File: config.mk
export PLATFORM = sky130hd
export DESIGN_NAME = fourmux32_rr_arbiter
export DESIGN_NICKNAME = d
export VERILOG_FILES = /design/src/rtl/fourmux32_rr_arbiter.sv
export SDC_FILE = /design/constraint.sdc
export NUM_CORES = 1
export LEC_CHECK = 0
export ABC_AREA = 1
export CAP_MARGIN = 30
export CORE_MARGIN = 3
export CORE_UTILIZATION = 27
export CTS_CLUSTER_SIZE = 10
export DETAILED_ROUTE_END_ITERATION = 6
export GPL_TIMING_DRIVEN = 0
export PLACE_DENSITY = 0.81
export SKIP_LAST_GASP = 1
export SYNTH_ARGS = -nofsm -noshare
export SYNTH_HDL_FRONTEND = slang
export SYNTH_SLANG_ARGS = --single-unit
File: constraint.sdc
create_clock -name CLK -period 1.7 [get_ports CLK]
set_input_delay 0.34 -clock CLK [delete_from_list [all_inputs] [get_ports CLK]]
set_output_delay 0.34 -clock CLK [all_outputs]
set_load 0.01 [all_outputs]
File: src/rtl/fourmux32_rr_arbiter.sv
// ---------------------------------------------------------------------------
// fourmux32_rr_arbiter
//   Round-robin arbiter that shares one 32-bit four-way mux (fourmux32)
//   between four requesters. The grant and mux select are registered; the
//   selected requester's data word appears on Y combinationally.
//
//   Optional feature macro: ARB_HOLD_LIMIT_EN
//     defined   - an owner that has held the grant HOLD_MAX cycles is
//                 preempted when any other requester is waiting.
//     undefined - no hold counter; the owner keeps the grant until it
//                 drops its request.
//
// Ports
//   CLK    in   1   rising-edge clock
//   RST_N  in   1   asynchronous active-low reset
//   REQ    in   4   level requests, bit i = requester i
//   D0..D3 in   32  requester data words
//   GNT    out  4   registered one-hot grant, zero when idle
//   S      out  2   registered mux select (index of the GNT bit)
//   Y      out  32  D[S]; meaningful while VALID=1
//   VALID  out  1   |GNT
// ---------------------------------------------------------------------------

// Plain four-way 32-bit mux shared by the requesters.
module fourmux32 (
  input  logic [31:0] D0,
  input  logic [31:0] D1,
  input  logic [31:0] D2,
  input  logic [31:0] D3,
  input  logic [1:0]  S,
  output logic [31:0] Y
);
  always_comb begin
    unique case (S)
      2'd0:    Y = D0;
      2'd1:    Y = D1;
      2'd2:    Y = D2;
      default: Y = D3;
    endcase
  end
endmodule

module fourmux32_rr_arbiter #(
  parameter int HOLD_MAX = 8,
  parameter int CNT_W    = 4
) (
  input  logic        CLK,
  input  logic        RST_N,
  input  logic [3:0]  REQ,
  input  logic [31:0] D0,
  input  logic [31:0] D1,
  input  logic [31:0] D2,
  input  logic [31:0] D3,
  output logic [3:0]  GNT,
  output logic [1:0]  S,
  output logic [31:0] Y,
  output logic        VALID
);

  typedef enum logic {IDLE, GRANT} state_e;

  state_e     state_q, state_d;
  logic [3:0] gnt_q, gnt_d;
  logic [1:0] s_q, s_d;
  logic [1:0] last_q, last_d;
  logic [1:0] winner;
  logic       load;

`ifdef ARB_HOLD_LIMIT_EN
  logic [CNT_W-1:0] cnt_q, cnt_d;
  logic             others_waiting;
  logic             hold_expired;
`endif

  // First requester found searching last+1, last+2, last+3, last (mod 4).
  function automatic logic [1:0] rr_pick(input logic [3:0] req,
                                         input logic [1:0] last);
    logic [1:0] idx;
    logic [1:0] pick;
    logic       found;
    pick  = last;
    found = 1'b0;
    for (int i = 1; i <= 4; i++) begin
      idx = last + 2'(i);
      if (!found && req[idx]) begin
        pick  = idx;
        found = 1'b1;
      end
    end
    return pick;
  endfunction

  assign winner = rr_pick(REQ, last_q);

`ifdef ARB_HOLD_LIMIT_EN
  assign others_waiting = |(REQ & ~gnt_q);
  // The count is zero during the first granted cycle, so HOLD_MAX-1 at an
  // edge means the owner has already used HOLD_MAX cycles.
  assign hold_expired   = (cnt_q >= CNT_W'(HOLD_MAX - 1));
`endif

  // NOTE: every output of this block gets a default first, so no path can
  // leave a signal unassigned and infer a latch.
  always_comb begin
    state_d = state_q;
    gnt_d   = gnt_q;
    s_d     = s_q;
    last_d  = last_q;
    load    = 1'b0;
`ifdef ARB_HOLD_LIMIT_EN
    cnt_d   = cnt_q;
`endif

    unique case (state_q)
      IDLE: begin
        if (|REQ) load = 1'b1;
      end
      default: begin
        if (REQ[s_q]) begin
`ifdef ARB_HOLD_LIMIT_EN
          if (hold_expired && others_waiting) begin
            // Owner is k = last_q, so the search reaches every other
            // requester before wrapping back to k.
            load = 1'b1;
          end else if (cnt_q < CNT_W'(HOLD_MAX)) begin
            cnt_d = cnt_q + CNT_W'(1);
          end
`endif
        end else if (|REQ) begin
          load = 1'b1;
        end else begin
          state_d = IDLE;
          gnt_d   = '0;
        end
      end
    endcase

    if (load) begin
      state_d = GRANT;
      gnt_d   = 4'(1) << winner;
      s_d     = winner;
      last_d  = winner;
`ifdef ARB_HOLD_LIMIT_EN
      cnt_d   = '0;
`endif
    end

`ifdef ARB_HOLD_LIMIT_EN
    if (state_d == IDLE) cnt_d = '0;
`endif
  end

  // NOTE: sequential state uses non-blocking assignments so every register
  // samples the pre-edge values regardless of process ordering.
  always_ff @(posedge CLK or negedge RST_N) begin
    if (!RST_N) begin
      state_q <= IDLE;
      gnt_q   <= '0;
      s_q     <= 2'd0;
      last_q  <= 2'd3;
`ifdef ARB_HOLD_LIMIT_EN
      cnt_q   <= '0;
`endif
    end else begin
      state_q <= state_d;
      gnt_q   <= gnt_d;
      s_q     <= s_d;
      last_q  <= last_d;
`ifdef ARB_HOLD_LIMIT_EN
      cnt_q   <= cnt_d;
`endif
    end
  end

  assign GNT   = gnt_q;
  assign S     = s_q;
  assign VALID = |gnt_q;

  fourmux32 u_mux (
    .D0 (D0),
    .D1 (D1),
    .D2 (D2),
    .D3 (D3),
    .S  (s_q),
    .Y  (Y)
  );

endmodule

# After elaboration in Yosys (flattened, before gate mapping)
# Index checks and enable logic that the tools add are counted.
[classes]
muxes = 28
reduce_logical = 11
magnitude_cmp = 5
n_div = 0
n_shift = 1
addsub = 3
mul = 0
n_eq_ne = 4
bitwise = 0
[ops]
columns = ["operator", "n"]
rows = [
  ["$pmux W32 S3", 1],
  ["$mux W4", 4],
  ["$lt A2 B3 Y1 const B", 5],
  ["$mux W1", 14],
  ["$bmux W1 S2", 5],
  ["$mux W2", 4],
  ["$reduce_or A4 Y1", 2],
  ["$add A2 B2 Y2 const B", 2],
  ["$ne A2 B2 Y1 const B", 2],
  ["$shl A1 B2 Y4 const A", 1],
  ["$logic_and A1 B1 Y1", 3],
  ["$logic_not A1 Y1", 3],
  ["$reduce_and A3 Y1", 1],
  ["$add A2 B1 Y2 const B", 1],
  ["$eq A2 B1 Y1 const B", 1],
  ["$eq A2 B2 Y1 const B", 1],
  ["$logic_not A2 Y1", 1],
  ["$reduce_bool A2 Y1", 1],
]
[totals]
mem_bits_rw = 0
latch_bits = 0
wordCells = 56
inputBits = 134
romBits = 0
reg_bits = 9
mem_count = 0

# Longest topological paths before layout
# Gate-level depths: netlist of the first run.
[depth]
word_depth = 15
ltp_mapped = 13
ltp_nobuf = 12

# Modules after synthesis
# From an unflattened synthesis of the first run, not the netlist that was laid out.
[hier_totals]
cells_unflattened = 292
hier_area_um2 = 1789.2
[by_module_without_submodules]
columns = ["module", "cells_each", "n_inst", "area_per_inst_um2"]
rows = [
  ["fourmux32", 186, 1, 1078.5],
  ["fourmux32_rr_arbiter", 106, 1, 710.7],
]

# Least setup slack after synthesis of the first run
# OpenSTA, ideal clock, no wires.
[synth_path]
path_kind = "register -> output"
start = "reg s_q[1] (netlist: S[1])"
end = "out Y[0]"
arrival_ns = 1.190
path_buffers = 1
path_slack_ns = 0.170
stages_incl_launch_ff = 5
path_cell_list = "dfrtp_1 -> nor2_1 -> clkbuf_1 -> nand2_1 -> nand4_1"
[synth_via]
elab_chain_cells = 2
elab_cells_between_ends = 4
classes_between = "eq/ne: 2; mux: 1; reduce/logical: 1"
[synth_lines]
columns = ["element", "line_no", "text"]
rows = [
  ["start: declaration", "64", "logic [1:0] s_q, s_d;"],
  ["start signal: assignment", "159", "s_q <= 2'd0;"],
  ["start signal: assignment", "167", "s_q <= s_d;"],
  ["$eq A2 B2 Y1, or another cell as far along", "34", "unique case (S)"],
  ["$pmux W32 S3 *", "34", ""],
  ["end: declaration", "56", "output logic [31:0] Y,"],
]
# Every way passes the cells marked *; elsewhere a longest branch is shown, timed or not.

# Worst setup path after layout of the first run
[layout_path]
start = "reg s_q[1] (netlist: S[1])"
end = "out Y[30]"
# The elaborated chain is that of the path after synthesis.

==> metrics, run 1 <==
Max IR drop VDD 0.895 mV; Syn Inst Count 281; diodes inserted 0; area delta synth->final 185%; CTS sink cnt 9; Setup crit start kind flip-flop; synth warn 0; Syn Area/Cell 5.16 um^2; fin nets 630; synthesized net count 415; status finished, violations left; detailed router's first-iteration violation count 124; RSZ-0062 raised after global routing yes; Clock Latency Late Sink 230 ps; Crit Path Max Fanout 5; number of distinct library cells after synthesis 21; Clock Pin Slew Worst Setup and Hold Paths 50 ps; total global routing overflow 0; Final Hold Fails 0; routed wire length per instance 15.9 um; Die Footprint 6280 um^2; PD cells 1670 nW/um^2; CTS H-tree lvls 1; WP data arrival 1480 ps; dpl hpwl 5.98 mm; WL final 8.97 mm; Vias/cell 4.80; vias in the first global route 2551; leakage power 0.00188 uW; violated checks setup timing; DRT Pass-1 Iters 4; Starting Density 0.282; layout cell share with drive strength beyond 1 0.388; routed vias 2711; setup slack after layout -124 ps; Hold WS 424 ps; PortBufs 172; CP max-delay cell dfrtp_2; Tightest Pin Transition 446 ps; worst endpoint required time 1360 ps; Tcrit/Tclk final 1.07; clk buf depth 2; Tot Pwr 6910 uW; Die X 79.3 um; part of the Yosys area used for sequential elements 0.157; initial antenna violation count 0; # rows 26; Worst Skew 3.17 ps; total track usage 0.244; Routed Antenna Nets 0; CP Capture Type primary output; I/O pin count 173; most frequent cells in the layout 137 x clkdlybuf4s50_1, 111 x nand2_1, 62 x nand2_2; CTS Root Cell clkbuf_8; CTS tree built; commonest non-fill, non-tap cell in the layout clkdlybuf4s50_1; Post-Syn Area 1450 um^2; crit-path cells nor2_4 -> buf_6 -> clkbuf_16 -> nand2_1 -> nand4_1 -> clkbuf_2; fmax 548 MHz; min Tclk post-route 1820 ps; global-route wire length before repair 12.3 mm; WS Path Type reg -> out; Hold/Removal Path Class in -> async; Max Slew Vio Count 0; Residual DRC 0; Setup Viol. Count Final 38; largest net degree at the start of global routing 11; relative slew slack 0.701; Max Cap Violations 0; global placer's final weighted congestion 0.921; Die Height 79.3 um; Synth Register Bits 9; cts bufs inserted 3; CP max stage delay 480 ps; Core ar. 5140 um^2; Hold Buf Count CTS 0
[worst max-delay path: cells and delay by family, from the launching register on]
kind	cells	cell delay [ps]
buf+inv	3	420
flops	1	480
simple gates	3	360
[cell usage after synthesis (all sizes together)]
library cell,instances,share of area
nand2,194,0.54
nand3,9,0.040
a22oi,2,0.010
inv,9,0.028
clkbuf,12,0.031
dfstp,2,0.036
dfrtp,7,0.12
buf,1,0.0078
nand4,32,0.14
nor2,7,0.022
o21ai,5,0.020
or4,1,0.0052
[power breakdown]
group | internal (uW) | leakage (uW) | switching (uW) | total, uW
logic | 3030 | 0.00175 | 3180 | 6210
clock network | 164 | 0.0000228 | 86.5 | 250
registers | 331 | 0.000105 | 109 | 441
[final cells by class]
type / count / area, um^2
timing repair buffer: 211 / 2070
multi-input combinational: 250 / 1450
fill: 359 / 1010
tap: 70 / 87.6
buffer: 12 / 181
inverter: 9 / 68.8
clock buffer: 4 / 45.0
sequential: 9 / 230
[sequential cells by signal, indices dropped and copies added (netlist names)]
register	cells
state_q	1
last_q	2
GNT	4
S	2
[through the flow]
| step | area, um^2 | std cells | setup WS, ps | util | TNS [ps] |
|---|---|---|---|---|---|
| finish | 4130 | 565 | -124 | 0.804 | -3060 |
| global route | 4130 | 565 | -194 | 0.804 | -5550 |
| CTS | 3450 | 539 | -111 | 0.671 | -1480 |
| detailed placement | 3260 | 523 | -636 | 0.634 | -18930 |
| global placement | 3260 | 523 | -647 | 0.634 | -18160 |
| floorplan | 1450 | 281 | 170 | - | 0 |
[cells by family after synthesis]
kind of cell,Yosys count,synth area share
AO/OA/AOI/OAI,7,0.0302
AND/OR/NAND/NOR,243,0.745
buffers and inverters,22,0.0674
flip-flops,9,0.157
[layer usage]
layer	up-vias	wire, um	track usage
li1	1351	-	-
met1	1225	3300	0.279
met2	113	4710	0.437
met3	22	681	0.0680
met4	0	277	0.0790
met5	-	0	0
[timing repair]
action,CTS,global route
setup endpoints to repair,33,41
gates cloned,3,8
buffers inserted,9,20
pin swaps,2,42
resized for setup,186,122
[final timing paths]
check | startpoint | to | slack (ps) | cells after the start
setup / recovery | S[1] | Y[30] | -120 | 6
hold / removal | RST_N | state_q | 420 | 1
setup reg to reg | last_q[0] | S[1] | -20 | 13
hold reg to reg | GNT[2] | GNT[2] | 500 | 2
max in group asynchronous | RST_N | S[1] | 940 | 1
min in group CLK | GNT[2] | GNT[2] | 500 | 2
Power figures use the tool's default switching activity.
==> inputs of run 2 (changes only) <==
Settings changed: SKIP_LAST_GASP 1 to unset.
==> metrics, run 2 (synthesized netlist as in run 1, its figures left out) <==
PortBufs 172 (unchanged); Register Area 230 um^2 (unchanged); Die Height 79.3 um (unchanged); CTS H-tree lvls 1 (unchanged); WS Path Type reg -> out (unchanged); violated checks setup timing (unchanged); CTS sink cnt 9 (unchanged); R2R depth 13 (unchanged); relative slew slack 0.719 (was 0.701); Cell Area, Placed 3260 um^2 (unchanged); PD cells 1620 nW/um^2 (was 1670 nW/um^2); routed vias 2669 (was 2711); Largest register FFs 4 (unchanged); Clock Latency Late Sink 230 ps (about the same); Tcrit/Tclk final 1.06 (was 1.07); Clk pwr share 0.040 (was 0.036); Final Hold Fails 0 (unchanged); worst endpoint required time 1360 ps (about the same); Buf+Inv Stages, Crit Path 5 (was 3); Crit Path Max Fanout 6 (was 5); sw power 3160 uW (was 3380 uW); Die Footprint 6280 um^2 (unchanged); Residual DRC 0 (unchanged); I/O pin count 173 (unchanged); CP Launch Point S[0] (was S[1]); Routed Antenna Nets 0 (unchanged); min Tclk post-route 1800 ps (was 1820 ps); layout cell share with drive strength beyond 1 0.331 (was 0.388); Clock Pin Slew Worst Setup and Hold Paths 50 ps (about the same); most frequent cells in the layout 137 x clkdlybuf4s50_1, 131 x nand2_1, 46 x nand2_2 (was 137 x clkdlybuf4s50_1, 111 x nand2_1, 62 x nand2_2); WL final 8.65 mm (was 8.97 mm); fmax 554 MHz (was 548 MHz); sw frac 0.507 (was 0.489); cts bufs inserted 3 (unchanged); RSZ-0062 raised after global routing yes (unchanged); Hold/Removal Path Class in -> async (unchanged); R2R setup slack -50 ps (was -20 ps); area delta synth->final 165% (was 185%); reg2reg start last_q[0] (unchanged); CP Capture Type primary output (unchanged); setup slack after layout -104 ps (was -124 ps); # rows 26 (unchanged); Hold Buf Count CTS 0 (unchanged); fin util 0.748 (was 0.804); diodes inserted 0 (unchanged); multi-input logic area 1370 um^2 (was 1450 um^2); worst flop-to-flop path endpoint S[1] (unchanged); largest net degree at the start of global routing 11 (unchanged); dpl hpwl 5.98 mm (unchanged); commonest non-fill, non-tap cell in the layout clkdlybuf4s50_1 (unchanged); Max Slew Vio Count 0 (unchanged); CTS tree built (unchanged); vias in the first global route 2564 (was 2551); Die X 79.3 um (unchanged); crit-path cells inv_4 -> nand2_4 -> clkinv_4 -> buf_6 -> clkbuf_16 -> nand2_1 -> nand4_1 -> buf_2 (was nor2_4 -> buf_6 -> clkbuf_16 -> nand2_1 -> nand4_1 -> clkbuf_2); Hold WS 413 ps (was 424 ps); Vias/cell 4.82 (was 4.80); total track usage 0.246 (was 0.244); routed wire length per instance 15.6 um (was 15.9 um); crit-path leading delay family buffers and inverters (was flip-flops); detailed router's first-iteration violation count 127 (was 124); Core ar. 5140 um^2 (unchanged); Setup crit start kind flip-flop (unchanged); Starting Density 0.282 (unchanged); total global routing overflow 0 (unchanged); Internal 3070 uW (was 3530 uW); global-route wire length before repair 12.4 mm (was 12.3 mm); initial antenna violation count 0 (unchanged); CP max-delay cell dfrtp_2 (unchanged); status finished, violations left (unchanged); DRT Pass-1 Iters 5 (was 4); sequential power share 0.071 (was 0.064); clk buf depth 2 (unchanged); Tot Pwr 6220 uW (was 6910 uW); Placement Setup Slack -636 ps (unchanged); Fillers 417 (was 359); leakage power 0.00175 uW (was 0.00188 uW); CTS Root Cell clkbuf_8 (unchanged); Max IR drop VDD 0.788 mV (was 0.895 mV); Setup Viol. Count Final 39 (was 38); Max Cap Violations 0 (unchanged); Tightest Pin Transition 420 ps (was 446 ps); combinational cell fraction of total power 0.889 (was 0.900); WP data arrival 1460 ps (was 1480 ps); fin nets 619 (was 630); CP max stage delay 440 ps (was 480 ps); Worst Skew 2.69 ps (was 3.17 ps); design area 3840 um^2 (was 4130 um^2); global placer's final weighted congestion 0.921 (unchanged)
run 2: final cells by class:
cell class,count,share of cell area
repair buffers,200,0.487
multi-input cells,250,0.357
flip-flops and latches,9,0.0599
plain buffers,12,0.0462
well taps,70,0.0228
inverters,9,0.0153
clock buffers,4,0.0117
run 2: power by group through the flow:
stage	Combinational, uW	Clock (uW)	Sequential [uW]
after global placement	4150	0	405
after CTS	4310	253	427
after floorplan	2250	0	421
final	5530	249	441
after global routing	5950	272	451
after detailed placement	4220	0	408
run 2: worst max path at each step:
stage / endpoint / slack (ps) / depth (start not counted)
after global routing: Y[6] / -170 / 8
after global placement: Y[28] / -650 / 6
after floorplan: Y[0] / 170 / 4
after CTS: Y[26] / -110 / 7
final: Y[6] / -100 / 8
after detailed placement: Y[24] / -640 / 5
run 2: through the flow:
stage | TNS [ps] | instances
after global placement | -18160 | 523
final | -2080 | 554
after floorplan | 0 | 281
after global routing | -4600 | 554
after detailed placement | -18930 | 523
after CTS | -1100 | 539
run 2: what timing repair did:
action	CTS	global route
pin swaps	2	31
hold endpoints to repair	0	0
setup endpoints to repair	33	41
gates cloned	3	3
gates resized for setup	191	82
buffers inserted	9	15
run 2: worst register-to-register path, delay by kind of cell, from the launching register on:
| kind | cells | cell delay, ps |
|---|---|---|
| AND/OR/NAND/NOR | 9 | 730 |
| buffers and inverters | 4 | 350 |
| flip-flops | 1 | 560 |
run 2: routing by layer:
layer / share of wire / vias up / global-route usage
met5: 0 / - / 0
met4: 0.030 / 0 / 0.0790
met3: 0.083 / 22 / 0.0680
met2: 0.53 / 112 / 0.442
met1: 0.36 / 1209 / 0.280
li1: - / 1326 / -
==> inputs of run 3 (changes only) <==
Settings changed: CORE_ASPECT_RATIO set to 1.1, SLEW_MARGIN set to 10.
==> metrics, run 3 (synthesized netlist as in run 1, its figures left out) <==
CTS Root Cell clkbuf_8 (unchanged); commonest non-fill, non-tap cell in the layout nand2_1 (was clkdlybuf4s50_1); most frequent cells in the layout 146 x nand2_1, 139 x clkdlybuf4s50_1, 34 x nand2_2 (was 137 x clkdlybuf4s50_1, 131 x nand2_1, 46 x nand2_2); fin nets 608 (was 619); Tightest Pin Transition 399 ps (was 420 ps); fmax 552 MHz (was 554 MHz); Setup crit start kind flip-flop (unchanged); Die Footprint 6280 um^2 (about the same); Clock Latency Late Sink 240 ps (was 230 ps); sw power 2920 uW (was 3160 uW); multi-input logic area 1310 um^2 (was 1370 um^2); Setup Viol. Count Final 35 (was 39); Max Cap Violations 0 (unchanged); combinational cell fraction of total power 0.877 (was 0.889); PD cells 1550 nW/um^2 (was 1620 nW/um^2); Vias/cell 4.67 (was 4.82); Clock Pin Slew Worst Setup and Hold Paths 50 ps (about the same); worst endpoint required time 1360 ps (about the same); CP Capture Type primary output (unchanged); Residual DRC 0 (unchanged); Tot Pwr 5730 uW (was 6220 uW); CTS tree built (unchanged); largest net degree at the start of global routing 11 (unchanged); global placer's final weighted congestion 0.854 (was 0.921); Die X 75.8 um (was 79.3 um); PortBufs 172 (unchanged); CTS sink cnt 9 (unchanged); Routed Antenna Nets 0 (unchanged); global-route wire length before repair 11.9 mm (was 12.4 mm); WS Path Type reg -> out (unchanged); WP data arrival 1470 ps (was 1460 ps); vias in the first global route 2469 (was 2564); Largest register FFs 4 (unchanged); Max Slew Vio Count 0 (unchanged); Max IR drop VDD 0.624 mV (was 0.788 mV); sequential power share 0.079 (was 0.071); status finished, violations left (unchanged); clk buf depth 2 (unchanged); Internal 2810 uW (was 3070 uW); Clk pwr share 0.044 (was 0.040); total track usage 0.240 (was 0.246); area delta synth->final 154% (was 165%); relative slew slack 0.733 (was 0.719); leakage power 0.00165 uW (was 0.00175 uW); routed vias 2545 (was 2669); Starting Density 0.284 (was 0.282); min Tclk post-route 1810 ps (was 1800 ps); WL final 8.12 mm (was 8.65 mm); # rows 27 (was 26); cts bufs inserted 3 (unchanged); Register Area 230 um^2 (unchanged); Final Hold Fails 0 (unchanged); Setup TNS -2310 ps (was -2080 ps); layout cell share with drive strength beyond 1 0.292 (was 0.331); DRT Pass-1 Iters 4 (was 5); CTS H-tree lvls 1 (unchanged); initial antenna violation count 0 (unchanged); Tcrit/Tclk final 1.07 (was 1.06); Core ar. 5100 um^2 (was 5140 um^2); diodes inserted 0 (unchanged); Hold/Removal Path Class in -> async (unchanged); Worst Skew 3.06 ps (was 2.69 ps); RSZ-0062 raised after global routing yes (unchanged); sw frac 0.509 (was 0.507); total global routing overflow 0 (unchanged); setup slack after layout -112 ps (was -104 ps); violated checks setup timing (unchanged); Crit Path Max Fanout 10 (was 6); fin util 0.722 (was 0.748); detailed router's first-iteration violation count 104 (was 127); I/O pin count 173 (unchanged); routed wire length per instance 14.9 um (was 15.6 um); Fillers 421 (was 417); Die Height 82.8 um (was 79.3 um); dpl hpwl 6.21 mm (was 5.98 mm)
-- run 3: path summary, 6_finish.rpt --
path,startpoint,end,slack [ps],depth (start not counted)
min in group CLK,GNT[1],GNT[1],490,2
min,RST_N,GNT[3],390,1
max in group asynchronous,RST_N,last_q[1],990,1
max reg2reg,last_q[0],S[1],0,12
min reg2reg,GNT[1],GNT[1],490,2
max,S[1],Y[11],-110,7
-- run 3: final cells by class --
type | instances | share of cell area
timing repair buffer | 190 | 0.482
buffer | 11 | 0.0486
inverter | 9 | 0.0139
sequential | 9 | 0.0625
tap | 72 | 0.0244
clock inverter | 1 | 0.00136
clock buffer | 3 | 0.0112
multi-input combinational | 250 | 0.356
-- run 3: worst max-delay path: stages, from the launching register on --
cell and delay (ps):
dfrtp_2 490, nand2_2 90, inv_2 60, buf_12 130, clkbuf_8 150, nand2_1 70, nand4_1 100, buf_2 160
-- run 3: stage by stage --
step,hold WS (ps),instances,setup slack (ps),cell area (um^2)
4_1_cts,399,538,-104,3460
3_5_place_dp,490,525,-643,3260
3_3_place_gp,489,525,-655,3260
2_1_floorplan,44.4,281,170,1450
6_report,395,545,-112,3680
5_1_grt,429,545,-191,3680
-- run 3: what timing repair did --
| item | 4_1_cts | 5_1_grt |
|---|---|---|
| setup buffers | 6 | 8 |
| gates cloned | 3 | 2 |
| setup endpoints to repair | 33 | 40 |
| hold buffers | 0 | 0 |
| pin swaps | 2 | 9 |
| gates resized for setup | 196 | 48 |
-- run 3: power groups by stage --
| stage | logic [uW] | clock network (uW) | registers (uW) |
|---|---|---|---|
| floorplan | 2250 | 0 | 421 |
| global placement | 4170 | 0 | 403 |
| detailed placement | 4220 | 0 | 407 |
| CTS | 4370 | 253 | 427 |
| global route | 5400 | 270 | 469 |
| finish | 5020 | 253 | 454 |
-- run 3: routing by layer --
metal	share of wire	track usage
met5	0	0
met4	0.020	0.0684
met3	0.074	0.0533
met2	0.56	0.449
met1	0.35	0.254
